<file path="src/rtl/counter_pkg.sv">
// -----------------------------------------------------------------------------
// counter_pkg
// Purpose : Shared encodings for the modulo counter: the mode field values and
//           the one-shot FSM state enum. Also holds a small helper that groups
//           the two wrap encodings together.
// Ports   : none (package)
// -----------------------------------------------------------------------------
package counter_pkg;

  // Counter behaviour selected by the 2-bit mode input.
  typedef enum logic [1:0] {
    MODE_WRAP     = 2'd0,
    MODE_SAT      = 2'd1,
    MODE_ONESHOT  = 2'd2,
    MODE_WRAP_RSV = 2'd3   // reserved code, behaves exactly like MODE_WRAP
  } mode_e;

  // One-shot FSM states.
  typedef enum logic [1:0] {
    ST_IDLE = 2'd0,
    ST_RUN  = 2'd1,
    ST_DONE = 2'd2
  } state_e;

  // True for both encodings that wrap at the boundary.
  function automatic logic is_wrap(input mode_e m);
    return (m == MODE_WRAP) || (m == MODE_WRAP_RSV);
  endfunction

endpackage : counter_pkg

</file>
<file path="src/rtl/cnt_prescale.sv">
// -----------------------------------------------------------------------------
// cnt_prescale
// Purpose : Divides the enabled clock cycles by PRESCALE. An internal phase
//           counter runs 0..PRESCALE-1 while en is high and holds while en is
//           low, so the phase survives a pause. tick is high whenever the phase
//           sits at PRESCALE-1; the consumer qualifies it with its own enable.
// Ports   : clk     - clock, rising edge
//           reset   - asynchronous active-low reset (phase -> 0)
//           en      - advance the phase this cycle
//           restart - synchronous return of the phase to 0 (wins over en)
//           tick    - phase is at its last value
// -----------------------------------------------------------------------------
module cnt_prescale #(
  parameter int PRESCALE = 1
) (
  input  logic clk,
  input  logic reset,
  input  logic en,
  input  logic restart,
  output logic tick
);

  // With PRESCALE=1 a single bit stuck at 0 gives LAST=0, so tick is always 1.
  localparam int            CW   = (PRESCALE > 1) ? $clog2(PRESCALE) : 1;
  localparam logic [CW-1:0] LAST = CW'(PRESCALE - 1);
  localparam logic [CW-1:0] ONE  = CW'(1);

  logic [CW-1:0] phase_q;
  logic [CW-1:0] phase_d;

  always_comb begin
    phase_d = phase_q;
    if (restart) begin
      phase_d = '0;
    end else if (en) begin
      phase_d = (phase_q == LAST) ? '0 : phase_q + ONE;
    end
  end

  always_ff @(posedge clk or negedge reset) begin
    if (!reset) begin
      phase_q <= '0;
    end else begin
      phase_q <= phase_d;
    end
  end

  assign tick = (phase_q == LAST);

endmodule : cnt_prescale

</file>
<file path="src/rtl/mod_counter.sv">
// -----------------------------------------------------------------------------
// mod_counter
// Purpose : Up/down modulo counter with wrap, saturate and one-shot behaviour,
//           optional prescaler, synchronous clear/load and sticky overflow.
// Params  : WIDTH    - counter width (2..32)
//           MODULUS  - count range 0..MODULUS-1 (2..2**WIDTH)
//           PRESCALE - enabled input cycles per count step (1 = every cycle)
// Ports   : clk      - clock, rising edge
//           reset    - asynchronous active-low reset
//           en       - count enable (also gates the prescaler)
//           up       - 1 = increment, 0 = decrement
//           mode     - 0 wrap, 1 saturate, 2 one-shot, 3 wrap
//           clr      - synchronous clear (highest priority)
//           load     - synchronous load of load_val (clamped to MODULUS-1)
//           load_val - load data
//           value    - registered count
//           tc       - registered one-cycle terminal-count pulse
//           ovf      - sticky boundary-crossing flag, cleared by clr
//           running  - one-shot mode: FSM in RUN; other modes: registered en
// -----------------------------------------------------------------------------
module mod_counter
  import counter_pkg::*;
#(
  parameter int              WIDTH    = 8,
  parameter longint unsigned MODULUS  = 64'd1 << WIDTH,
  parameter int              PRESCALE = 1
) (
  input  logic             clk,
  input  logic             reset,
  input  logic             en,
  input  logic             up,
  input  logic [1:0]       mode,
  input  logic             clr,
  input  logic             load,
  input  logic [WIDTH-1:0] load_val,
  output logic [WIDTH-1:0] value,
  output logic             tc,
  output logic             ovf,
  output logic             running
);

  localparam logic [WIDTH-1:0] MAX_V = WIDTH'(MODULUS - 64'd1);
  localparam logic [WIDTH-1:0] ONE   = WIDTH'(1);

  // ---------------------------------------------------------------------------
  // Declarations
  // ---------------------------------------------------------------------------
  mode_e            mode_s;
  state_e           state_q, state_d;
  logic [WIDTH-1:0] value_q, value_d;
  logic             tc_q, tc_d;
  logic             ovf_q, ovf_d;
  logic             sat_q, sat_d;      // sitting at a boundary reached by a saturating step
  logic             running_q, running_d;
  logic             rdy_q;             // low for the first edge after reset release

  logic             pre_en;
  logic             pre_restart;
  logic             pre_tick;
  logic             step_req;
  logic             step_ok;
  logic             bnd;
  logic [WIDTH-1:0] load_clamped;

  assign mode_s = mode_e'(mode);

  // ---------------------------------------------------------------------------
  // Reset-release qualifier: the first rising edge after reset only arms this
  // flop, so neither the prescaler nor the counter can move before the second.
  // ---------------------------------------------------------------------------
  always_ff @(posedge clk or negedge reset) begin
    if (!reset) begin
      rdy_q <= 1'b0;
    end else begin
      rdy_q <= 1'b1;
    end
  end

  // ---------------------------------------------------------------------------
  // Prescaler
  // ---------------------------------------------------------------------------
  assign pre_en      = en & rdy_q;
  assign pre_restart = clr | load;

  cnt_prescale #(
    .PRESCALE (PRESCALE)
  ) u_prescale (
    .clk     (clk),
    .reset   (reset),
    .en      (pre_en),
    .restart (pre_restart),
    .tick    (pre_tick)
  );

  // ---------------------------------------------------------------------------
  // Step qualification
  // ---------------------------------------------------------------------------
  assign step_req = pre_en & pre_tick;

  // The FSM only gates stepping in one-shot mode; elsewhere it is a bystander.
  assign step_ok  = step_req & ((mode_s != MODE_ONESHOT) || (state_q == ST_RUN));

  assign bnd      = up ? (value_q == MAX_V) : (value_q == '0);

  assign load_clamped = (load_val > MAX_V) ? MAX_V : load_val;

  // ---------------------------------------------------------------------------
  // FSM: state register
  // ---------------------------------------------------------------------------
  always_ff @(posedge clk or negedge reset) begin
    if (!reset) begin
      state_q <= ST_IDLE;
    end else begin
      state_q <= state_d;
    end
  end

  // ---------------------------------------------------------------------------
  // FSM: next state. load re-arms from any state (IDLE and DONE are the
  // interesting cases); a boundary step in one-shot mode finishes the run.
  // ---------------------------------------------------------------------------
  always_comb begin
    state_d = state_q;
    if (clr) begin
      state_d = ST_IDLE;
    end else if (load) begin
      state_d = ST_RUN;
    end else if (step_ok && bnd && (mode_s == MODE_ONESHOT)) begin
      state_d = ST_DONE;
    end
  end

  // ---------------------------------------------------------------------------
  // FSM outputs and datapath next state. Everything computed here lands in a
  // flop, so the module outputs carry no combinational path from the inputs.
  // ---------------------------------------------------------------------------
  always_comb begin
    value_d   = value_q;
    tc_d      = 1'b0;
    ovf_d     = ovf_q;
    sat_d     = sat_q;
    running_d = (mode_s == MODE_ONESHOT) ? (state_d == ST_RUN) : en;

    if (clr) begin
      value_d = '0;
      ovf_d   = 1'b0;
      sat_d   = 1'b0;
    end else if (load) begin
      value_d = load_clamped;
      sat_d   = 1'b0;
    end else if (step_ok) begin
      if (!bnd) begin
        value_d = up ? (value_q + ONE) : (value_q - ONE);
        sat_d   = 1'b0;
      end else begin
        ovf_d = 1'b1;
        if (is_wrap(mode_s)) begin
          value_d = up ? '0 : MAX_V;
          tc_d    = 1'b1;
          sat_d   = 1'b0;
        end else if (mode_s == MODE_SAT) begin
          // Value holds; only the first push against the limit pulses tc.
          tc_d  = ~sat_q;
          sat_d = 1'b1;
        end else begin
          // One-shot: value holds at the boundary, FSM goes to DONE.
          tc_d = 1'b1;
        end
      end
    end
  end

  // ---------------------------------------------------------------------------
  // Datapath registers
  // ---------------------------------------------------------------------------
  always_ff @(posedge clk or negedge reset) begin
    if (!reset) begin
      value_q   <= '0;
      tc_q      <= 1'b0;
      ovf_q     <= 1'b0;
      sat_q     <= 1'b0;
      running_q <= 1'b0;
    end else begin
      value_q   <= value_d;
      tc_q      <= tc_d;
      ovf_q     <= ovf_d;
      sat_q     <= sat_d;
      running_q <= running_d;
    end
  end

  assign value   = value_q;
  assign tc      = tc_q;
  assign ovf     = ovf_q;
  assign running = running_q;

endmodule : mod_counter

</file>
<file path="config.mk">
export PLATFORM = sky130hd
export DESIGN_NAME = mod_counter
export DESIGN_NICKNAME = d
export VERILOG_FILES = /design/src/rtl/counter_pkg.sv /design/src/rtl/cnt_prescale.sv /design/src/rtl/mod_counter.sv
export SDC_FILE = /design/constraint.sdc
export NUM_CORES = 1
export LEC_CHECK = 0
export CAP_MARGIN = 25
export CELL_PAD_IN_SITES_DETAIL_PLACEMENT = 1
export CELL_PAD_IN_SITES_GLOBAL_PLACEMENT = 1
export CORE_MARGIN = 2
export CORE_UTILIZATION = 40
export CTS_CLUSTER_SIZE = 10
export DETAILED_ROUTE_END_ITERATION = 10
export GPL_ROUTABILITY_DRIVEN = 0
export PLACE_DENSITY = 0.88
export SYNTH_ARGS = -nofsm -noshare
export SYNTH_HDL_FRONTEND = slang
export SYNTH_SLANG_ARGS = --single-unit
</file>
<file path="constraint.sdc">
create_clock -name clk -period 5 [get_ports clk]
set_clock_uncertainty 0.1 [all_clocks]
set_input_delay 1 -clock clk [delete_from_list [all_inputs] [get_ports clk]]
set_output_delay 1 -clock clk [all_outputs]
set_load 0.02 [all_outputs]
</file>
== Yosys cells after proc, flatten, opt, wreduce, memory -nomap -nowiden ==
Cells that the tools add are included.

* Register bits: 16
* Word-level logic and storage cells: 73
* Input port bits: 16
* Output and inout bits: 11

* Magnitude comparators: 1
* Add/sub/neg operators: 3
* Bitwise gates (word level): 6
* Mux-type cells: 32
* Equal/unequal tests: 10
* Reduce and logical (&&, ||, !) cells: 13

{| class="wikitable"
|+ Operator list
! kind !! number
|-
| two-way mux 8 bit || 8
|-
| two-way mux 1 bit || 21
|-
| adder 8 x 1 -> 8 bit, second input constant || 1
|-
| == test 8 bit, second input constant || 1
|-
| greater-than comparator 8 bit, second input constant || 1
|-
| zero test 8 bit || 1
|-
| subtractor 8 x 1 -> 8 bit, second input constant || 1
|-
| == test 2 x 1 -> 1 bit, second input constant || 3
|-
| two-way mux 2 bit || 3
|-
| nonzero test 2 bit || 3
|-
| != test 5 x 3 -> 1 bit, second input constant || 1
|-
| == test 2 bit, second input constant || 2
|-
| != test 2 bit, second input constant || 2
|-
| != test 4 x 3 -> 1 bit, second input constant || 1
|-
| AND reduction 2 bit || 2
|-
| AND 1 bit || 3
|-
| AND reduction 3 bit || 1
|-
| nonzero test 3 bit || 1
|-
| logical AND 1 bit || 2
|-
| zero test 2 bit || 1
|-
| logical OR 1 bit || 2
|-
| inverter 1 bit || 2
|-
| adder 1 bit, second input constant || 1
|-
| bitwise OR 1 bit || 1
|}

== Depth between registers and ports, before layout ==
Gate-level depths: netlist of the first run.

* Depth in word-level cells: 10
* Depth in mapped cells: 8
* Depth with buffers taken out: 7

== Cells and area by module ==
A second synthesis of the first run with hierarchy kept.

* Cells, all modules: 130
* Area, all modules: 1121.1 sq um

{| class="wikitable"
|+ By module, submodules not included
! module !! times used !! cells each !! area an instance (sq um) !! sequential area each (sq um)
|-
| mod_counter || 1 || 128 || 1109.8 || 375.4
|-
| cnt_prescale || 1 || 2 || 11.3 || 0.0
|}

== Worst setup path before layout of the first run ==
OpenSTA, ideal clock, no wires.

* Path type: input to register
* Start: in up
* End: reg value_q[7], in the netlist value[7]
* Path slack: 2.506 ns
* Setup time: 0.128 ns
* Stages on the path: 7
* Data arrival time: 2.266 ns
* Cell sequence: inv_1 > ha_1 > a211oi_1 > nor3b_1 > a221oi_1 > xnor2_1 > a31oi_1

* Cells in the longest elaborated chain, start to end: 6

{| class="wikitable"
|+ RTL lines
! what !! RTL line !! source
|-
| from (decl) || mod_counter.sv:31 || <nowiki>input logic up,</nowiki>
|-
| two-way mux 8 bit || mod_counter.sv:158 || <nowiki>value_d = up ? '0 : MAX_V;</nowiki>
|-
| two-way mux 8 bit || mod_counter.sv:157 || <nowiki>if (is_wrap(mode_s)) begin</nowiki>
|-
| two-way mux 8 bit || mod_counter.sv:152 || <nowiki>if (!bnd) begin</nowiki>
|-
| two-way mux 8 bit || mod_counter.sv:151 || <nowiki>end else if (step_ok) begin</nowiki>
|-
| two-way mux 8 bit || mod_counter.sv:148 || <nowiki>end else if (load) begin</nowiki>
|-
| two-way mux 8 bit || mod_counter.sv:144 || <nowiki>if (clr) begin</nowiki>
|-
| to (signal assigned) || mod_counter.sv:184 || <nowiki>value_q <= value_d;</nowiki>
|-
| to (decl) || mod_counter.sv:50 || <nowiki>logic [WIDTH-1:0] value_q, value_d;</nowiki>
|}

Parallel ways exist; a longest one is shown, timed or not. The select of a mux whose other input is x is not followed.
A chain may end at the register's enable or synchronous reset.

== Final worst setup path of the first run ==
Same ends and word-level chain as after synthesis.

==> parameters.txt, run 1 <==
Parameter                              Value

Finish
  Finished Layout Cells ... approximately 200
  Summed area of non-filler cells in the final layout ... 1520 um^2
  Nets ... approximately 190
  Layout cell share with drive strength beyond 1 ... around 7%
  Layout overhead on the synthesized area ... 24.7%
  Number of antenna cells inserted ... 0

Timing
  Sum of negative setup slack ... 0 ns
  Final Hold Violating Endpoints ... 0
  Max-slew violation count ... 0
  Final Critical Period ... ~3.1 ns
  Maximum clock frequency ... roughly 320 MHz
  Slew HR ... ~54%
  Final setup slack of the worst path ... about 1.9 ns
  Setup-violating endpoint count in the final report ... 0
  Final period util ... a little over three fifths
  Unrepaired setup endpoints after global routing ... no
  Slew at the pin closest to its max-slew limit ... 0.695 ns

Power
  Pleak ... roughly 0.64 nW
  Final total power ... approximately 0.43 mW
  Pwr dens ... around 280 nW/um^2
  Max IR drop VDD ... ~0.12 mV

Route
  Via count ... roughly 1100
  Number of design-rule violations left by the first detailed-router iteration ... 23
  Wire length reported by the detailed router ... roughly 3400 um
  Final ANT Viol Nets ... 0
  Remaining routing DRC violations ... 0
  Avg WL per Cell ... 17.0 um
  Detailed-routing iteration count for the pre-antenna-repair pass ... 6
  Vias per std cell ... roughly 5.7

Place
  Instance count after placement with tap cells included ... 197
  Worst-case setup slack after placement ... around 1.5 ns
  # port buffers ... 26
  Instance area after placement ... between 1000 and 1500 um^2
  HPWL Detailed ... 2720 um

Synth
  Number of different library cells in the post-synthesis netlist ... 45
  Warnings from Yosys ... 0
  Sequential cell area fraction in the yosys report ... a little under a third
  Mean area per synthesized cell ... slightly below 9 um^2
  Largest area contributor in the netlist ... dfrtp_1
  Syn Nets ... between 150 and 200
  Dominant cells by area after synthesis ... dfrtp_1 (31%), ha_1 (8.2%), inv_1 (4.6%)
  Synthesized area ... about 1200 um^2
  Async set-or-reset flop fraction in the synthesized netlist ... 100%
  Fraction of post-synthesis cell area in the top cell type by area ... approximately 30%
  Flip-flop and latch count after synthesis ... 15
  Count of flip-flops with a built-in enable after synthesis ... 0
  Post-synthesis cell count ... 141
  Primary flip-flop cell chosen by synthesis mapping ... dfrtp_1

Die
  Number of ports placed on the die boundary ... 27
  Die Area ... 3510 um^2
  Horizontal extent of the die ... 59.3 um
  Die height ... around 59 um
  Number of cell rows ... 20
  Initial Utilization ... 41.0%
  Floorplan core area ... between 2000 and 3000 um^2

Clock network
  Clock slew seen by the registers of the worst setup and hold paths ... around 0.09 ns
  Clock latency of the later-clocked register in the worst-skew pair ... about 0.29 ns
  Clock root buffer ... clkbuf_4
  Post-cts repair resize count ... 0
  CTS max path bufs ... 2
  Quantity of hold-fixing buffers added after cts ... 0
  Post-CTS Setup Bufs ... 0
  Number of buffers added by the clock tree synthesis step ... 3
  TritonCTS clock tree ... done
  Clock tree sinks ... 15
  CTS H-tree lvls ... 1

Worst hold path
  Worst min path class ... flip-flop to flip-flop

Critical path
  RR Startpoint ... value[0]$_DFFE_PN0P_
  Source of the critical timing path ... up
  Startpoint type of the worst setup path ... primary input
  R2r setup slk ... ~2.8 ns
  Crit path DAT ... about 3.2 ns
  Top fanout value on the critical path ... 6
  Destination of the worst register-to-register timing path ... value[6]$_DFFE_PN0P_
  Total number of cells along the worst setup path ... 8
  Cells along the critical path ... clkdlybuf4s50_1 -> inv_1 -> ha_1 -> a211oi_1 -> nor3b_1 -> a221oi_1 -> xnor2_1 -> a31oi_1
  Slowest library cell on the worst path ... clkdlybuf4s50_1
  Worst setup path endpoint ... value[7]$_DFFE_PN0P_
  Startpoint-to-endpoint class of the critical path ... primary input to flip-flop
  Kind of end point of the critical path ... flip-flop
  Critical path buffers and inverters ... 2
  Crit path largest cell delay ... 0.59 ns
  Category of cells accounting for the largest share of critical-path delay ... compound AO/OA/AOI/OAI gates
  Worst EP required ... between 5 and 6 ns
  Worst reg-to-reg path cell count ... 7

Flow run
  Max-cap violations ... 0

Run status
  Status ... finished clean

GRT
  Maximum number of pins on one net before global-route repair ... 18
  Overall overflow remaining after global route ... 0
  Vias in the first global route ... roughly 1200
  Number of antenna violations at the first check in global routing ... 0
  Total track usage ... between 20% and 30%
  First-pass GRT wire length ... 5700 um
==> cell families (layout without fill, tap and decap cells) <==
group | after synthesis | in the layout | share of synthesized area, %
DFF | 15 | 15 | 30.7
and+or+nand+nor | 50 | 50 | 21.8
buffers and inverters | 18 | 45 | 6.76
other | 1 | 1 | 0.307
AOI/OAI and AO/OA | 40 | 40 | 24.5
muxes | 3 | 3 | 2.46
xor gates and xnor gates | 5 | 5 | 3.59
adders and majority gates | 9 | 9 | 9.84
==> area by class of cell <==
type | instances | area [um^2]
tap | 33 | 41.3
clock buffer | 4 | 26.3
sequential | 15 | 375
timing repair buffer | 26 | 260
inverter | 15 | 56.3
fill | 361 | 1460
multi-input combinational | 108 | 763
==> layer usage <==
layer  vias up  global-route usage (%)  share of wire [%]  routed length [um]
met4         0                    9.74                2.6                  90
met2        24                    37.7                 51                1750
met3        10                    1.09                2.3                  77
li1        557                       -                  -                   -
met5         -                       0                  0                   0
met1       554                    26.9                 44                1500
==> cell usage after synthesis, drive strengths merged (3+ instances only) <==
library cell / number
a21oi: 6
a31oi: 7
dfrtp: 15
ha: 8
inv: 15
mux2i: 3
nand2: 13
nor2: 14
nor2b: 3
nor3: 4
nor4: 3
o21ai: 12
xor2: 3
==> layout by cell type, fill, tap and decap left out, drive strengths merged, types with 2 or more instances in the layout <==
master	instances
clkdlybuf4s50	26
nor2	14
a211oi	2
nor4	3
xor2	3
nor2b	3
xnor2	2
o211ai	2
a21oi	6
o21bai	2
or3	2
a31oi	7
a221oi	2
nand2	13
nor3	4
mux2i	3
clkbuf	4
inv	15
dfrtp	15
nand3	2
o21ai	12
ha	8
==> worst min-delay path by stage <==
stage,startpoint,end,slack [ns],cells past startpoint
final,ovf$_DFFE_PN0P_,ovf$_DFFE_PN0P_,0.41,2
after global routing,ovf$_DFFE_PN0P_,ovf$_DFFE_PN0P_,0.46,2
after CTS,ovf$_DFFE_PN0P_,ovf$_DFFE_PN0P_,0.42,2
after detailed placement,ovf$_DFFE_PN0P_,ovf$_DFFE_PN0P_,0.40,2
after global placement,ovf$_DFFE_PN0P_,ovf$_DFFE_PN0P_,0.39,2
after floorplan,state_q[0]$_DFF_PN0_,state_q[0]$_DFF_PN0_,0.37,2
==> where the power goes <==
group / internal (mW) / switching, mW
sequential: 0.134 / 0.0210
combinational: 0.0919 / 0.107
clock: 0.0311 / 0.0406
total: 0.257 / 0.168
==> sequential cells by signal (all words and copies together), names as in the netlist <==
register and cells:
ovf 1, rdy_q 1, running 1, sat_q 1, state_q 2, tc 1, value 8
==> worst reg2reg max path: cells and delay by family, from the launching register on <==
| family | cells | cell delay, ns |
|---|---|---|
| compound gates | 3 | 0.59 |
| fa+ha+maj | 1 | 0.48 |
| flops | 1 | 0.45 |
| simple gates | 1 | 0.18 |
| buf+inv | 1 | 0.15 |
| mux | 1 | 0.15 |
==> per-stage QoR <==
stage | utilization, % | hold WS (ns)
2_1_floorplan | - | 0.369
3_3_place_gp | 50.3 | 0.394
3_5_place_dp | 50.3 | 0.401
4_1_cts | 51.1 | 0.423
5_1_grt | 51.1 | 0.460
6_report | 51.1 | 0.412
(Power assumes the default switching activity.)
==> run 2: changes to the inputs <==
--- a/config.mk
+++ b/config.mk
@@ -9,11 +9,11 @@
 export CELL_PAD_IN_SITES_DETAIL_PLACEMENT = 1
 export CELL_PAD_IN_SITES_GLOBAL_PLACEMENT = 1
 export CORE_MARGIN = 2
-export CORE_UTILIZATION = 40
+export CORE_UTILIZATION = 37
 export CTS_CLUSTER_SIZE = 10
 export DETAILED_ROUTE_END_ITERATION = 10
 export GPL_ROUTABILITY_DRIVEN = 0
-export PLACE_DENSITY = 0.88
+export PLACE_DENSITY = 0.83
 export SYNTH_ARGS = -nofsm -noshare
 export SYNTH_HDL_FRONTEND = slang
 export SYNTH_SLANG_ARGS = --single-unit
==> constraint.sdc (replaced) <==
create_clock -name clk -period 2.98 [get_ports clk]
set_clock_uncertainty 0.1 [all_clocks]
set_input_delay 0.596 -clock clk [delete_from_list [all_inputs] [get_ports clk]]
set_output_delay 0.596 -clock clk [all_outputs]
set_load 0.02 [all_outputs]
==> run 2 against run 1 <==
Against the previous run:
- total power grew 70%
- via count increased by 3.7%
- first-iteration DRC count increased by 52%
- clock power is 76% higher
- critical endpoint is now value[5]$_DFFE_PN0P_
- highest routed layer unchanged
==> parameters.txt, run 2 (synthesis results as in run 1) <==
Parameter                              Value

Critical path
  RR Startpoint ... value[0]$_DFFE_PN0P_ (unchanged)
  Crit path DAT ... 2.74 ns (was 3.17 ns)
  Worst EP required ... 3.07 ns (was 5.05 ns)
  Worst reg-to-reg path cell count ... 7 (unchanged)
  Top fanout value on the critical path ... 17 (was 6)
  Source of the critical timing path ... mode[0] (was up)
  Destination of the worst register-to-register timing path ... value[6]$_DFFE_PN0P_ (unchanged)
  Kind of end point of the critical path ... flip-flop (unchanged)
  R2r setup slk ... 0.79 ns (was 2.79 ns)
  Startpoint type of the worst setup path ... primary input (unchanged)
  Startpoint-to-endpoint class of the critical path ... primary input to flip-flop (unchanged)

Die
  Die height ... 61.5 um (was 59.3 um)
  Number of cell rows ... 20 (unchanged)
  Horizontal extent of the die ... 61.5 um (was 59.3 um)
  Number of ports placed on the die boundary ... 27 (unchanged)
  Floorplan core area ... 3100 um^2 (was 2980 um^2)
  Initial Utilization ... 39.4% (was 41.0%)
  Die Area ... 3780 um^2 (was 3510 um^2)

Clock network
  Clock tree sinks ... 15 (unchanged)
  Post-CTS Setup Bufs ... 0 (unchanged)
  TritonCTS clock tree ... done (unchanged)
  CTS max path bufs ... 2 (unchanged)
  Post-cts repair resize count ... 0 (unchanged)
  Clock latency of the later-clocked register in the worst-skew pair ... 0.29 ns (about the same)
  CTS H-tree lvls ... 1 (unchanged)
  Clock slew seen by the registers of the worst setup and hold paths ... 0.10 ns (was 0.09 ns)
  Clock root buffer ... clkbuf_4 (unchanged)
  Number of buffers added by the clock tree synthesis step ... 3 (unchanged)
  Quantity of hold-fixing buffers added after cts ... 0 (unchanged)

Timing
  Max-slew violation count ... 0 (unchanged)
  Maximum clock frequency ... about 380 MHz
  Setup-violating endpoint count in the final report ... 0 (unchanged)
  Final period util ... about nine tenths
  Final Hold Violating Endpoints ... 0 (unchanged)
  Slew HR ... 48.5% (was 53.5%)
  Sum of negative setup slack ... 0 ns (unchanged)
  Unrepaired setup endpoints after global routing ... no (unchanged)
  Final Critical Period ... between 2 and 3 ns
  Slew at the pin closest to its max-slew limit ... 0.770 ns (was 0.695 ns)

Finish
  Number of antenna cells inserted ... 0 (unchanged)
  Most common cell after layout, fill and taps aside ... clkdlybuf4s50_1 (unchanged)
  Number of flip-flops under the largest register name ... 8 (unchanged)
  Fillers ... 394 (was 361)
  Most used cells in the layout excluding fill and tap cells ... clkdlybuf4s50_1 (26), inv_1 (15), dfrtp_1 (15) (unchanged)
  Nets ... 196 (was 194)
  Layout overhead on the synthesized area ... 27.2% (was 24.7%)
  Layout cell share with drive strength beyond 1 ... 8.82% (was 7.14%)

GRT
  Vias in the first global route ... 1182 (was 1208)
  Total track usage ... 20.1% (was 21.5%)
  Number of antenna violations at the first check in global routing ... 0 (unchanged)
  First-pass GRT wire length ... 5620 um (was 5700 um)
  Maximum number of pins on one net before global-route repair ... 18 (unchanged)
  Overall overflow remaining after global route ... 0 (unchanged)

Route
  Via count ... 1187 (was 1145)
  Number of design-rule violations left by the first detailed-router iteration ... 35 (was 23)
  Detailed-routing iteration count for the pre-antenna-repair pass ... 4 (was 6)
  Wire length reported by the detailed router ... 3480 um (was 3420 um)
  Final ANT Viol Nets ... 0 (unchanged)
  Remaining routing DRC violations ... 0 (unchanged)
  Avg WL per Cell ... 16.2 um (was 17.0 um)
  Vias per std cell ... 5.55 (was 5.70)

Worst hold path
  Worst min path class ... flip-flop to flip-flop (unchanged)
  Worst Hold Endpoint ... ovf$_DFFE_PN0P_ (unchanged)
  Worst hold path stage count ... 2 (unchanged)
  Hold path startpoint ... ovf$_DFFE_PN0P_ (unchanged)

Place
  HPWL Detailed ... 2720 um (about the same)
  # port buffers ... 26 (unchanged)

Power
  Max IR drop VDD ... 0.189 mV (was 0.124 mV)
  Pleak ... 0.654 nW (was 0.641 nW)
  Pwr dens ... 465 nW/um^2 (was 279 nW/um^2)
  Final total power ... 0.722 mW (was 0.425 mW)

Flow run
  Max-cap violations ... 0 (unchanged)

Run status
  Status ... finished clean (unchanged)
-- run 2: changes by cell type in the layout (fill, tap and decap cells not counted), sizes merged --
cell,before,now
buf,0,2
clkbuf,4,3
clkinv,0,1
-- run 2: metrics by stage --
| stage | hold WS, ns | area [um^2] | utilization (%) | setup slack (ns) | std cells |
|---|---|---|---|---|---|
| after floorplan | 0.200 | 1220 | - | 0.890 | 141 |
| after global placement | 0.386 | 1530 | 49.2 | 0.161 | 210 |
| after detailed placement | 0.394 | 1530 | 49.2 | 0.0569 | 210 |
| after CTS | 0.411 | 1550 | 50.0 | 0.351 | 214 |
| after global routing | 0.433 | 1550 | 50.0 | 0.196 | 214 |
| final | 0.404 | 1550 | 50.0 | 0.331 | 214 |
-- run 2: how the worst max path moves through the flow --
stage	slack, ns	to	depth (start not counted)
final	0.33	value[5]$_DFFE_PN0P_	8
after global routing	0.20	value[5]$_DFFE_PN0P_	8
after CTS	0.35	value[5]$_DFFE_PN0P_	8
after detailed placement	0.06	value[5]$_DFFE_PN0P_	8
after global placement	0.16	value[5]$_DFFE_PN0P_	8
after floorplan	0.89	value[7]$_DFFE_PN0P_	7
-- run 2: report_power, final --
part | internal, mW | switching (mW) | total, mW
Combinational | 0.156 | 0.181 | 0.338
Sequential | 0.225 | 0.0340 | 0.259
Clock | 0.0500 | 0.0756 | 0.126
-- run 2: final cells by class --
cell class | count | area [um^2] | share of cell area (%)
clock buffer | 3 | 22.5 | 1.45
multi-input combinational | 108 | 763 | 49.2
sequential | 15 | 375 | 24.2
tap | 44 | 55.1 | 3.55
clock inverter | 1 | 5.00 | 0.322
inverter | 15 | 56.3 | 3.63
timing repair buffer | 28 | 275 | 17.7
-- run 2: per-layer routing --
metal | up-vias | track usage [%] | routed length [um]
met5 | - | 0 | 0
met4 | 0 | 5.47 | 39
met3 | 6 | 2.73 | 137
met2 | 33 | 34.8 | 1720
met1 | 586 | 26.4 | 1580
li1 | 562 | - | -
-- run 2: worst max-delay path: stages --
cell	delay [ns]
clkdlybuf4s50_1	0.48
inv_1	0.05
ha_1	0.25
inv_1	0.10
o211ai_1	0.15
a211oi_4	0.72
o21ai_0	0.16
a31o_2	0.24
==> edit: new RTL, config.mk and constraints of run 1 <==
The output `running` loses its register stage (`running_q` becomes a continuous assignment).
--- a/src/rtl/mod_counter.sv
+++ b/src/rtl/mod_counter.sv
@@ -179,15 +179,15 @@
       tc_q      <= 1'b0;
       ovf_q     <= 1'b0;
       sat_q     <= 1'b0;
-      running_q <= 1'b0;
     end else begin
       value_q   <= value_d;
       tc_q      <= tc_d;
       ovf_q     <= ovf_d;
       sat_q     <= sat_d;
-      running_q <= running_d;
     end
   end
+
+  assign running_q = running_d;
 
   assign value   = value_q;
   assign tc      = tc_q;
Check against the original RTL: not equivalent (Yosys sat finds a counterexample within 4 cycles, from zero or initial values and one cycle with reset low).
==> edit against run 1 <==
  * The flow now finishes with violations (DRC)
  * Design area up 0.41%
  * Global-route usage increased by 0.60 points
  * Fmax decreased by 30%
  * Sequential power down 6%
  * Total power increased by 2.1%
  * First-iteration DRC count decreased by 4.3%
  * Synthesized area fell by 1.3%
  * Setup slack got worse by 1400 ps
  * Wire length up 2.3%
  * Critical path depth fell by 1
  * Die area is 1.2% lower
  * Sequential cell count fell by 1
  * Largest cell class unchanged
  * Largest power group unchanged
  * Highest routed layer unchanged
==> edit: results <==
metrics = {
    "run_status": {
        "run_status": "finished with violations",
        "violations": "DRC",
    },
    "yosys": {
        "synthCells": 139,
        "synth_cell_type_count": 48,
        "synthMuxAreaShare_pct": 1.661,
        "yosys-top-cells-count": "inv_1 (15), dfrtp_1 (14), nand2_1 (12)",
        "synth_compound_area_share_pct": 26.58,
        "syn_area_per_cell_um2": 8.668,
        "syn_nets": 164,
        "synth-seq-cells": 14,
        "yosysSeqAreaShare_pct": 29.08,
        "yosys-top-cells-area": "dfrtp_1 (29%), ha_1 (8.3%), inv_1 (4.7%)",
        "synth_fa_ha_area_share_pct": 9.969,
    },
    "cells_and_area": {
        "area_growth_pct": 26.90,
        "clock_area_share_pct": 2.373,
        "nNonClkBuffers": 27,
        "multi_input_area_share_pct": 50.98,
        "buf_share_pct": 17.51,
        "seq_share_pct": 22.91,
        "fill_cells": 347,
        "comb.multi_input.count": 107,
        "layout-drive-gt1-share_pct": 12.57,
    },
    "setup_path": {
        "max_stage_delay_ps": 550,
        "r2r-start": "value[2]",
        "r2r-end": "value[3]",
        "rrSetupSlack_ps": 2730,
        "cpLargestDelayFamily": "simple AND/OR/NAND/NOR gates",
        "crit_path_max_fanout": 7,
        "crit_arrival_ps": 3390,
        "rr_worst_depth": 5,
    },
    "grt": {
        "grt_start_max_net_pins": 17,
        "track_usage_pct": 22.09,
        "grt_pass1_vias": 1273,
        "grt_pass1_wl_um": 5775,
    },
    "detailed_routing": {
        "drc": 2,
        "via_per_inst": 5.717,
        "drt-wirelength-per-cell_um": 17.66,
        "routed_wl_um": 3497,
        "first_pass_iters": 8,
    },
    "placed_design": {
        "placedInstanceArea_um2": 1493,
        "dp_hpwl_um": 2837,
        "pre_cts_ws_ps": 577.8,
    },
    "min_path": {
        "hold_path_end": "sat_q",
        "hold_path_class": "register to register",
    },
    "power": {
        "total_leakage_power_nw": 0.6459,
    },
    "timing": {
        "whs_ps": 422.6,
        "worst_pin_slew_ps": 736.1,
    },
}
==> edit: worst max path at each step <==
stage / slack [ps] / cells after the start / start / end
after floorplan: 1690 / 6 / up / running
after global placement: 710 / 7 / up / running
after detailed placement: 580 / 7 / up / running
after CTS: 510 / 7 / up / running
after global routing: 410 / 7 / up / running
final: 510 / 7 / up / running
==> edit: metal layers <==
layer / global-route usage, % / routed length, µm / up-vias
met5: 0 / 0 / -
met4: 11.04 / 125 / 0
met3: 1.978 / 68 / 14
met2: 42.70 / 1908 / 26
met1: 23.39 / 1395 / 540
li1: - / - / 552
==> edit: logic make-up (layout without fill, tap and decap cells) <==
family,Yosys count,count (layout)
buf+inv,18,46
mux,2,2
fa+ha+maj,9,9
simple gates,49,49
other cells,1,1
xor+xnor,5,5
flops,14,14
compound gates,41,41
==> edit: report_power, final <==
group | switching, mW | internal, mW | leakage, nW
Sequential | 0.0200 | 0.125 | 0.181
Clock | 0.0375 | 0.0443 | 0.0210
Combinational | 0.110 | 0.0966 | 0.444
